===== src/rtl/mem_arbiter.sv =====
// mem_arbiter: shares one pipelined memory port between the icache and
// dcache miss handlers, one block fill or single-word store at a time.
module mem_arbiter #(
  parameter int ADDR_W    = 16,
  parameter int DATA_W    = 16,
  parameter int BLK_WORDS = 8,
  localparam int IDX_W    = $clog2(BLK_WORDS),
  localparam int OFF_W    = $clog2(2 * BLK_WORDS)
) (
  input  logic              clk,
  input  logic              rst,
  input  logic              i_req,
  input  logic [ADDR_W-1:0] i_addr,
  output logic              i_data_vld,
  output logic              i_done,
  input  logic              d_req,
  input  logic              d_wr,
  input  logic [ADDR_W-1:0] d_addr,
  input  logic [DATA_W-1:0] d_wdata,
  output logic              d_data_vld,
  output logic              d_done,
  output logic [IDX_W-1:0]  word_idx,
  output logic [DATA_W-1:0] rdata,
  output logic              mem_en,
  output logic              mem_wr,
  output logic [ADDR_W-1:0] mem_addr,
  output logic [DATA_W-1:0] mem_wdata,
  input  logic [DATA_W-1:0] mem_data_in,
  input  logic              mem_data_valid,
  output logic              busy
);

  typedef enum logic [1:0] {
    IDLE,
    I_FILL,
    D_FILL,
    D_WRITE
  } state_t;

  localparam logic [IDX_W:0] CNT_END  = (IDX_W + 1)'(BLK_WORDS);
  localparam logic [IDX_W:0] CNT_LAST = (IDX_W + 1)'(BLK_WORDS - 1);

  state_t            state;
  state_t            nxtState;
  logic              lastGrantD;
  logic [ADDR_W-1:0] base;
  logic [DATA_W-1:0] wdat;
  logic [IDX_W:0]    issCnt;
  logic [IDX_W:0]    retCnt;

  logic isFill;
  logic issuing;
  logic accept;
  logic lastRet;
  logic iWin;
  logic dWin;

  assign isFill  = (state == I_FILL) || (state == D_FILL);
  assign issuing = isFill && (issCnt < CNT_END);
  assign accept  = isFill && mem_data_valid;
  assign lastRet = accept && (retCnt == CNT_LAST);
  // ties go to the side that was not granted last
  assign iWin    = i_req && (!d_req || lastGrantD);
  assign dWin    = d_req && !iWin;
  assign busy    = (state != IDLE);

  always_ff @(posedge clk) begin
    if (rst) begin
      state <= IDLE;
    end else begin
      state <= nxtState;
    end
  end

  always_comb begin
    nxtState = state;
    unique case (state)
      IDLE: begin
        unique case (1'b1)
          iWin:    nxtState = I_FILL;
          dWin:    nxtState = d_wr ? D_WRITE : D_FILL;
          default: nxtState = IDLE;
        endcase
      end
      I_FILL, D_FILL: begin
        if (lastRet) nxtState = IDLE;
      end
      D_WRITE: nxtState = IDLE;
      default: nxtState = IDLE;
    endcase
  end

  always_ff @(posedge clk) begin
    if (rst) begin
      lastGrantD <= 1'b0;
      base       <= '0;
      wdat       <= '0;
      issCnt     <= '0;
      retCnt     <= '0;
    end else if (state == IDLE) begin
      issCnt <= '0;
      retCnt <= '0;
      if (nxtState != IDLE) begin
        lastGrantD <= (nxtState != I_FILL);
        base       <= (nxtState == I_FILL) ? i_addr : d_addr;
        wdat       <= d_wdata;
      end
    end else begin
      if (issuing) issCnt <= issCnt + 1'b1;
      if (accept)  retCnt <= retCnt + 1'b1;
    end
  end

  always_comb begin
    mem_en     = 1'b0;
    mem_wr     = 1'b0;
    mem_addr   = '0;
    mem_wdata  = '0;
    i_data_vld = 1'b0;
    d_data_vld = 1'b0;
    i_done     = 1'b0;
    d_done     = 1'b0;
    word_idx   = '0;
    rdata      = '0;
    unique case (state)
      I_FILL, D_FILL: begin
        mem_en   = issuing;
        word_idx = retCnt[IDX_W-1:0];
        if (issuing) begin
          mem_addr = {base[ADDR_W-1:OFF_W], issCnt[IDX_W-1:0], 1'b0};
        end
        if (accept) begin
          rdata      = mem_data_in;
          i_data_vld = (state == I_FILL);
          d_data_vld = (state == D_FILL);
        end
        i_done = lastRet && (state == I_FILL);
        d_done = lastRet && (state == D_FILL);
      end
      D_WRITE: begin
        mem_en    = 1'b1;
        mem_wr    = 1'b1;
        mem_addr  = base;
        mem_wdata = wdat;
        d_done    = 1'b1;
      end
      default: ;
    endcase
  end

endmodule


===== config.mk =====
export PLATFORM = sky130hd
export DESIGN_NAME = mem_arbiter
export DESIGN_NICKNAME = d
export VERILOG_FILES = /design/src/rtl/mem_arbiter.sv
export SDC_FILE = /design/constraint.sdc
export NUM_CORES = 1
export LEC_CHECK = 0
export BUFFER_PORTS_ARGS = -buffer_cell sky130_fd_sc_hd__buf_2
export CORE_ASPECT_RATIO = 0.5
export CORE_MARGIN = 2
export CORE_UTILIZATION = 48
export CTS_BUF_LIST = sky130_fd_sc_hd__clkbuf_16
export CTS_CLUSTER_DIAMETER = 60
export DETAILED_ROUTE_END_ITERATION = 8
export HOLD_SLACK_MARGIN = 0.02
export PLACE_DENSITY_LB_ADDON = 0.12
export SYNTH_ARGS = -nofsm -noshare
export SYNTH_HDL_FRONTEND = slang
export SYNTH_SLANG_ARGS = --single-unit

===== constraint.sdc =====
create_clock -name clk -period 4.4 [get_ports clk]
set_input_delay 0.44 -clock clk [delete_from_list [all_inputs] [get_ports clk]]
set_output_delay 0.44 -clock clk [all_outputs]
set_load 0.05 [all_outputs]

==> out/qor.csv <==
stage;metric;value;unit
outcome;status;completed;
grt;grt_first_pass_wirelength;8.76;mm
grt;grt_pass1_vias;2093;
power_and_ir_drop;power_density;384;nW/um2
drt;met1_length;2.27;mm
clocking;post_cts_buffers;0;
synthesis;synth_seq_cells;43;
floorplanning;design.die.area;5410;um2
clocking;clk_pin_slew_worst_paths;0.06;ns
synthesis;synth_cell_type_count;33;
clocking;cts_made_buffers;5;
clocking;clk_latency;0.28;ns
critical_path;cp_top_family;simple AND/OR/NAND/NOR gates;
floorplanning;rows;17;
final_layout;diodes;0;
timing;max_freq;0.293;GHz
timing;finalClockSkew;0.00347;ns
synthesis;synth_nets;351;
timing;finalMaxSlewViolations;0;
grt;grt_max_degree;49;
timing;relSlewSlack;0.385;
final_layout;regArea;861;um2
drt;drt_wl_total;5.52;mm
final_layout;fillers;390;
critical_path;ff2ff_path_depth;7;
critical_path;required;3.96;ns
final_layout;multiInputGateArea;1330;um2
clocking;root_buffer;clkbuf_16;
clocking;cts-hold-fix-buffers;0;
final_layout;final_cell_mix;buf_2 (127), dfxtp_1 (43), nand2_1 (37), nor2_1 (34), and2_1 (34);
floorplanning;dieWidth;102;um
final_layout;post-route-util;0.684;
floorplanning;die_h;53.0;um
final_layout;design_area;3080;um2
grt;gr-usage-all-layers;0.208;
critical_path;worstPathMaxFanout;24;
final_layout;area_delta_synth_final;33.6;%
drt;highest_layer;met4;
synthesis;synthesis.instances;274;
final_layout;drive_above_1_share;0.392;
worst_hold_path;hold_path.class;in2reg;
critical_path;critPathLaunchType;flip-flop;
drt;met3_length;488;um
worst_hold_path;min_path_cells;3;
drt;num_vias;2261;
critical_path;critical_path.cell_chain;inv_1 -> ha_1 -> inv_2 -> nor2_1 -> nor2_1 -> nor2_1 -> and2_1 -> buf_2;
timing;finalCritPeriodShare;0.775;
synthesis;ys.warnings.count;0;
place;place_hpwl;4.16;mm
drt;routed_via_density;4.98;
critical_path;path_class;reg2out;
clocking;htreeDepth;2;
place;port_buffers;127;
grt;antenna_found_initial;0;
clocking;cts_max_path_buffers;2;
timing;min_period;3.41;ns
critical_path;path_buf_inv;3;
grt;overflow;0;
timing;setup_viol_count_final;0;
power_and_ir_drop;max-vdd-ir-drop;0.213;mV
drt;ant_nets;0;
clocking;cts_tree;done;
final_layout;layout_commonest_cell;buf_2;
drt;drtIter0Drc;74;
synthesis;syn_avg_cell_area;8.43;um2
drt;drc;0;
timing;timing.setup.tns;0;ns
power_and_ir_drop;leakagePower;1.56;nW
floorplanning;ios;128;
critical_path;cp_slowest_cell;ha_1;
drt;first_pass_iters;4;
critical_path;endpoint_kind;output port;
final_layout;layout.nets;464;
job;max_cap_violations;0;
drt;avgRoutedWirePerCell;12.2;um
timing;setup_ws;0.989;ns
floorplanning;core_area;4510;um2
critical_path;cp.arrival;2.97;ns
synthesis;synth_area;2310;um2
timing;holdWs;0.394;ns
place;gp_congestion;0.824;
critical_path;max_stage_delay;0.60;ns
critical_path;crit_path_frequent_cell;nor2_1;
synthesis;ys_seq_area_frac;0.373;
place;detailedPlace.worstSlack;1.26;ns
floorplanning;start_util;0.512;
place;dpl_cell_area;2920;um2
clocking;cts_resized;0;
critical_path;path_depth;8;
timing;rsz0062_at_grt;false;
timing;tightest_slew;0.923;ns
timing;hold_violations;0;
drt;dr_wl_met2;2.75;mm
clocking;cts.sink_count;43;
-- routing by layer --
metal	vias up	global-route usage
li1	1147	-
met2	80	0.402
met5	-	0
met4	0	0.0578
met3	4	0.0634
met1	1030	0.223
-- where the power goes --
part	leakage, nW	internal, mW	switching, mW
Sequential	0.353	0.434	0.0221
Clock	0.0812	0.264	0.142
Combinational	1.13	0.112	0.208
Total	1.56	0.810	0.372
-- worst paths after layout --
check | start | end | slack, ns
worst min register to register | wdat[10] | wdat[10] | 0.45
worst max register to register | state[0] | base[2] | 1.43
worst min-delay path | d_wdata[12] | wdat[12] | 0.39
worst max-delay path | state[0] | mem_addr[15] | 0.99
-- final cells by class --
cell class / count / share of cell area
flip-flops and latches: 43 / 0.279
inverters: 4 / 0.00487
repair buffers: 127 / 0.206
clock buffers: 5 / 0.0406
multi-input cells: 206 / 0.430
well taps: 66 / 0.0268
clock inverters: 3 / 0.0126
-- worst reg2reg max path, cell delays in order (launching register included) --
cell      delay (ns)
dfxtp_1         0.39
inv_1           0.11
ha_1            0.60
inv_2           0.09
o41ai_1         0.48
and2_2          0.84
nor2_1          0.11
a211oi_1        0.26
-- state kept, by name (all words and copies together) (netlist names) --
register,count
base,16
wdat,16
issCnt,4
retCnt,4
state,2
lastGrantD,1
-- metrics by stage --
step | instances | total power [mW]
2_1_floorplan | 274 | 0.717
3_3_place_gp | 446 | 0.775
3_5_place_dp | 446 | 0.786
4_1_cts | 454 | 1.20
5_1_grt | 454 | 1.24
6_report | 454 | 1.18
-- cell families (layout without fill, tap and decap cells) --
group	Yosys count	after routing	share of synthesized area
mux	18	18	0.0780
xor+xnor	5	5	0.0190
fa+ha+maj	7	7	0.0379
compound gates	44	44	0.150
buf+inv	25	139	0.0537
simple gates	132	132	0.288
flops	43	43	0.373
-- Yosys cell counts --
cell       number  area, um2
a21oi_1        18       90.1
a21oi_4         1       16.3
xnor2_1         2       17.5
inv_2           1       3.75
inv_1           3       11.3
nand3b_1        1       7.51
a211oi_1        6       45.0
nand4_1         1       6.26
mux2i_1        18        180
clkbuf_8        1       13.8
a32oi_1         1       8.76
a211oi_2       10        125
or4_4           1       11.3
buf_2           3       15.0
dfxtp_1        43        861
a41oi_1         1       8.76
and2_2          1       7.51
and2_1         35        219
nor2_1         34        128
xor2_1          3       26.3
a22oi_1         4       30.0
ha_1            7       87.6
and4b_4         1       13.8
or2b_2          1       8.76
nor2b_1         1       6.26
buf_12          1       20.0
o21ai_0         1       5.00
o2bb2ai_1       1       8.76
clkbuf_1       16       60.1
o41ai_1         1       8.76
nand2_1        37        139
or2_2           1       6.26
and3_1         18        113
Note: power is estimated with default switching activity, not from simulation.
